===== src/rtl/fp_to_fixed.sv =====
// rtl/fp_to_fixed.sv - IEEE-754 single to signed fixed-point converter, 4-stage start-gated pipeline
//
// Ports:
//   clk       in   rising-edge clock
//   rst_n     in   synchronous active-low reset
//   start     in   pipeline enable: high samples fp_in and advances every stage, low freezes all state
//   fp_in     in   [31:0] {sign, exp[7:0], frac[22:0]}
//   fixed_out out  [OUT_W-1:0] signed Q result with FRAC_BITS fraction bits
//   overflow  out  result saturated (out of range or infinity)
//   invalid   out  input was NaN
//   done      out  pipeline full; fixed_out belongs to a sampled input
//
// Optional macro FP2FIX_ROUND_EN: right shifts round to nearest, ties away
// from zero. Without it, magnitudes truncate toward zero.

module fp_to_fixed #(
  parameter int OUT_W     = 32,
  parameter int FRAC_BITS = 16
) (
  input  logic             clk,
  input  logic             rst_n,
  input  logic             start,
  input  logic [31:0]      fp_in,
  output logic [OUT_W-1:0] fixed_out,
  output logic             overflow,
  output logic             invalid,
  output logic             done
);

  localparam int LATENCY = 4;
  // Wide enough that mant25 shifted left into the overflow region never wraps.
  localparam int MW = OUT_W + 26;

  localparam logic signed [11:0] FB12   = 12'(FRAC_BITS);
  localparam logic signed [11:0] OMAX12 = 12'(OUT_W - 1);
  localparam logic [MW-1:0]      MINMAG = MW'(1) << (OUT_W - 1);
  localparam logic [MW-1:0]      MAXPOS = MINMAG - MW'(1);

  // S0 decode
  logic        s0_sign, s0_zero, s0_special, s0_nan;
  logic [7:0]  s0_exp;
  logic [24:0] s0_mant;

  // S1 shift amount
  logic              s1_sign, s1_zero, s1_special, s1_nan, s1_ovf_e;
  logic [24:0]       s1_mant;
  logic signed [9:0] s1_sh;

  // S2 magnitude
  logic           s2_sign, s2_zero, s2_special, s2_nan, s2_ovf;
  logic [OUT_W:0] s2_mag;

  logic [2:0] fill_cnt;

  // S1 combinational
  logic signed [11:0] e_unb, sh_full;
  logic               ovf_e_c;

  always_comb begin
    e_unb   = $signed({4'b0000, s0_exp}) - 12'sd127;
    sh_full = e_unb - 12'sd23 + FB12;
    ovf_e_c = (e_unb + FB12) >= OMAX12;
  end

  // S2 combinational
  logic [MW-1:0] mant_w, big;
  logic [9:0]    lsh, rsh;
  logic          ovf_c;
`ifdef FP2FIX_ROUND_EN
  logic [MW-1:0] rtmp;
  logic          rbit;
`endif

  always_comb begin
    mant_w = {{(MW-25){1'b0}}, s1_mant};
    lsh    = s1_sh;
    rsh    = -s1_sh;
    // Shifts past the vector width yield zero, covering the >=25 right-shift case.
    if (!s1_sh[9]) big = mant_w << lsh;
    else           big = mant_w >> rsh;
`ifdef FP2FIX_ROUND_EN
    // Last shifted-out bit is mant25[rsh-1]; zero once rsh-1 runs past the mantissa.
    rtmp = '0;
    rbit = 1'b0;
    if (s1_sh[9]) begin
      rtmp = mant_w >> (rsh - 10'd1);
      rbit = |(rtmp & MW'(1));
    end
    big = big + MW'(rbit);
`endif
    // Exactly -2^(OUT_W-1) is representable even though ovf_e fires for it.
    ovf_c = (s1_ovf_e || (big > MAXPOS)) && !(s1_sign && (big == MINMAG));
  end

  // S3 combinational
  logic [OUT_W-1:0] mag_n, res_c;
  logic             ovf_out_c, inv_out_c;

  always_comb begin
    mag_n     = s2_mag[OUT_W-1:0];
    res_c     = s2_sign ? (~mag_n + 1'b1) : mag_n;
    ovf_out_c = 1'b0;
    inv_out_c = 1'b0;
    if (s2_nan) begin
      res_c     = '0;
      inv_out_c = 1'b1;
    end else if (s2_special || s2_ovf) begin
      res_c     = s2_sign ? {1'b1, {(OUT_W-1){1'b0}}} : {1'b0, {(OUT_W-1){1'b1}}};
      ovf_out_c = 1'b1;
    end else if (s2_zero) begin
      res_c = '0;
    end
  end

  always_ff @(posedge clk) begin
    if (!rst_n) begin
      s0_sign    <= 1'b0;
      s0_zero    <= 1'b0;
      s0_special <= 1'b0;
      s0_nan     <= 1'b0;
      s0_exp     <= '0;
      s0_mant    <= '0;
      s1_sign    <= 1'b0;
      s1_zero    <= 1'b0;
      s1_special <= 1'b0;
      s1_nan     <= 1'b0;
      s1_ovf_e   <= 1'b0;
      s1_mant    <= '0;
      s1_sh      <= '0;
      s2_sign    <= 1'b0;
      s2_zero    <= 1'b0;
      s2_special <= 1'b0;
      s2_nan     <= 1'b0;
      s2_ovf     <= 1'b0;
      s2_mag     <= '0;
      fixed_out  <= '0;
      overflow   <= 1'b0;
      invalid    <= 1'b0;
      done       <= 1'b0;
      fill_cnt   <= '0;
    end else if (start) begin
      s0_sign    <= fp_in[31];
      s0_exp     <= fp_in[30:23];
      s0_mant    <= {2'b01, fp_in[22:0]};
      s0_zero    <= (fp_in[30:23] == 8'd0);
      s0_special <= (fp_in[30:23] == 8'hFF);
      s0_nan     <= (fp_in[30:23] == 8'hFF) && (fp_in[22:0] != 23'd0);

      s1_sign    <= s0_sign;
      s1_zero    <= s0_zero;
      s1_special <= s0_special;
      s1_nan     <= s0_nan;
      s1_mant    <= s0_mant;
      s1_sh      <= sh_full[9:0];
      s1_ovf_e   <= ovf_e_c;

      s2_sign    <= s1_sign;
      s2_zero    <= s1_zero;
      s2_special <= s1_special;
      s2_nan     <= s1_nan;
      s2_ovf     <= ovf_c;
      s2_mag     <= big[OUT_W:0];

      fixed_out  <= res_c;
      overflow   <= ovf_out_c;
      invalid    <= inv_out_c;

      if (fill_cnt != 3'(LATENCY)) fill_cnt <= fill_cnt + 3'd1;
      // Rises on the same edge the counter reaches LATENCY.
      if (fill_cnt >= 3'(LATENCY - 1)) done <= 1'b1;
    end
  end

endmodule


===== config.mk =====
export PLATFORM = sky130hd
export DESIGN_NAME = fp_to_fixed
export DESIGN_NICKNAME = d
export VERILOG_FILES = /design/src/rtl/fp_to_fixed.sv
export SDC_FILE = /design/constraint.sdc
export NUM_CORES = 1
export LEC_CHECK = 0
export ABC_CLOCK_PERIOD_IN_PS = 5100
export CORE_MARGIN = 2
export CORE_UTILIZATION = 35
export DETAILED_ROUTE_END_ITERATION = 8
export DONT_BUFFER_PORTS = 1
export GPL_TIMING_DRIVEN = 0
export PLACE_DENSITY = 0.6
export REMOVE_ABC_BUFFERS = 1
export SLEW_MARGIN = 25
export SYNTH_ARGS = -nofsm -noshare
export SYNTH_HDL_FRONTEND = slang
export SYNTH_SLANG_ARGS = --single-unit
export TNS_END_PERCENT = 50

===== constraint.sdc =====
create_clock -name clk -period 5.1 [get_ports clk]
set_input_delay 1.02 -clock clk [delete_from_list [all_inputs] [get_ports clk]]
set_output_delay 1.02 -clock clk [all_outputs]
set_load 0.02 [all_outputs]

==> metrics.txt, run 1 <==
outcome finished, final reports clean; vias ~9800; number of H-tree levels 4; final core occ 0.3801; clock sink count 150; first-pass GRT wire length approximately 54000 um; clock buffer depth 2; DR iter-0 viols approximately 850; number of synthesized flops with an enable pin 0; nets 1270; Core Footprint ~30000 um2; met1 wire length approximately 16000 um; DIE HEIGHT between 150 and 200 um; vias per cell between 5 and 6; I/O pin count 70; Post-Syn Area per Cell approximately 8.2 um2; RSZ-0062 raised after global routing false; metal2 WL roughly 15000 um; IO Port Bufs 0; FF-to-FF End s2_ovf; Tmin final about 4.7 ns; Hold Violations, Final 0; Post-Syn Area between 10000 and 15000 um2; dominant cell type by area after synthesis dfxtp_1; MaxCap Viol Count 0; initial antenna violation count 0; vias in the first global route about 9000; GRT Util Overall 0.2072; clock skew 0.02541 ns; Fill cells roughly 3200; worst r2r path cells 12; VDD IR max ~0.26 mV; Critical Path Source Type flip-flop; clk slew on worst S/H paths 0.06 ns; fmax 213.9 MHz; Initial Util 0.3541; CTS buffer count 17; WS Path Type reg2reg; Die W 179.5 um; #FFs+latches synth 150; # setup viols final 0; most numerous cell in the Yosys netlist nor2_1; non-filler cells, final 1632; hpwl dp ~24000 um; Slew Viols, Final 0; die area roughly 32000 um2; Synth Warn # 0; Critical Path Source lsh[0]; Synth-to-Final Area Change 7.327%; post-synth top area share 0.2787; commonest cells in the netlist 197 x nor2_1, 150 x dfxtp_1, 142 x mux2i_1; final critical-path share of the clock period 0.9165; R2R setup slack around 0.43 ns; # diodes 0; Worst-Skew Late Latency roughly 0.45 ns; static leakage power around 4.3 nW; largest net degree at the start of global routing about 130; root buf cell clkbuf_16; CP endpoint kind flip-flop; TritonRoute pass-1 iters 5; CP max FO 65; drt wl/cell about 21 um; gpl congestion 0.9315; Async SR Flop Fraction 0; Hold Path Class reg2reg; part of the Yosys area used for sequential elements 0.2787; CTS tree done; RR Startpoint lsh[0]; arrival time worst endpoint roughly 5 ns; Crit path required time around 5.4 ns; Hold Startpoint s0_mant[23]; Worst-Margin Slew around 1.0 ns; Distinct cells, synth 76; Setup Buffers After CTS 0; GR Overflow Total 0; Placed Instances roughly 1600; Met3 Wirelength ~2300 um; post-route ant nets 0; DR top layer met4; pwr dens roughly 290 nW/um2; Post-Syn Instances about 1300; Worst Setup EP s2_ovf; row count 64; Slew headroom 0.2969; Synth area leaders dfxtp_1 28%, mux2i_1 13%, nor2_1 6.9%, mux4_2 6.3%, o21ai_0 3.6%; share of cells above drive strength 1 0.1068; Synth Flop Type dfxtp_1; DRC 0; total chip power around 3.4 mW; final wirelength approximately 34000 um
logic make-up after synthesis:
| group | synth area share |
|---|---|
| AO/OA/AOI/OAI | 0.1980 |
| XOR/XNOR | 0.03809 |
| adder cells (fa/ha/maj) | 0.01277 |
| buffers and inverters | 0.05864 |
| flip-flops | 0.2787 |
| multiplexers | 0.2249 |
| AND/OR/NAND/NOR | 0.1889 |
worst min-delay path by stage:
stage / to / slack, ns / cells after the start
6_report: s0_mant[23] / 0.47 / 2
5_1_grt: s1_ovf_e / 0.50 / 2
3_3_place_gp: s0_mant[23] / 0.45 / 2
4_1_cts: s0_nan / 0.48 / 2
2_1_floorplan: s0_mant[23] / 0.43 / 2
3_5_place_dp: s0_mant[23] / 0.46 / 2
metrics by stage:
| stage | setup WS (ns) | hold slack, ns | setup TNS [ns] | area (um2) |
|---|---|---|---|---|
| 4_1_cts | 0.1524 | 0.4755 | 0 | 11550 |
| 3_3_place_gp | -2.772 | 0.4452 | -40.09 | 10720 |
| 2_1_floorplan | -1.075 | 0.4338 | -2.063 | 10220 |
| 5_1_grt | 0.1469 | 0.4983 | 0 | 11560 |
| 3_5_place_dp | -0.1565 | 0.4597 | -0.1565 | 10940 |
| 6_report | 0.4258 | 0.4678 | 0 | 11560 |
metal layers:
layer	up-vias	track usage
li1	4649	-
met4	0	0.04976
met3	43	0.04254
met2	369	0.3209
met1	4715	0.2948
met5	-	0
where the power goes:
group / leakage, nW / internal [mW] / switching (mW)
Clock: 0.290 / 0.734 / 0.552
Combinational: 2.75 / 0.290 / 0.446
Sequential: 1.23 / 1.24 / 0.134
Total: 4.28 / 2.26 / 1.13
critical path: stages (launching register included):
cell	delay (ns)
dfxtp_4	0.40
buf_16	0.28
inv_4	0.29
ha_4	0.67
mux2i_1	0.42
mux2i_1	0.23
mux2i_1	0.37
mux2i_1	0.18
a2bb2oi_1	0.26
nand3b_1	0.11
or4_1	0.39
or4_1	0.58
a211o_1	0.32
timing repair:
action | in CTS | in global routing
endpoints found under the hold margin | 0 | 0
hold buffers | 0 | 0
gates resized for setup | 1 | 2
endpoints found under the setup margin | 1 | 1
state kept, by name, summed over array words and instances (netlist names), 3 cells and up:
register and flops:
s1_mant 24, s2_mag 32, fixed_out 32, fill_cnt 3, s0_mant 24, s0_exp 8
lsh 10
layout make-up:
type	instances	area, um2	share of cell area
clock buffers	17	425.4	0.03678
well taps	396	495.5	0.04284
flip-flops and latches	150	3017	0.2608
repair buffers	8	156.4	0.01352
inverters	21	87.58	0.007573
multi-input cells	1026	7216	0.6239
clock inverters	14	167.7	0.01450
cell usage in the layout, fill, tap and decap left out, drive strengths merged, types with 9 or more instances in the layout:
| master | count |
|---|---|
| nand4 | 10 |
| o31ai | 13 |
| a31oi | 14 |
| nor2b | 15 |
| mux2i | 142 |
| inv | 27 |
| o211ai | 15 |
| xor2 | 19 |
| nor4 | 12 |
| a22oi | 27 |
| mux4 | 30 |
| nand3 | 27 |
| a221oi | 11 |
| a21oi | 61 |
| xnor2 | 27 |
| nand2 | 102 |
| mux2 | 29 |
| o21ai | 80 |
| and2 | 9 |
| nor2 | 198 |
| a211oi | 16 |
| clkbuf | 17 |
| nor3 | 24 |
| dfxtp | 150 |
| ha | 11 |
| o22ai | 19 |
Note: power is estimated with default switching activity, not from simulation.
==> inputs of run 2 (changes only) <==
--- a/config.mk
+++ b/config.mk
@@ -17,4 +17,4 @@
 export SYNTH_ARGS = -nofsm -noshare
 export SYNTH_HDL_FRONTEND = slang
 export SYNTH_SLANG_ARGS = --single-unit
-export TNS_END_PERCENT = 50
+export TNS_END_PERCENT = 100
==> results of run 2 <==
Final layout, timing and power as in run 1 (identical DEF).
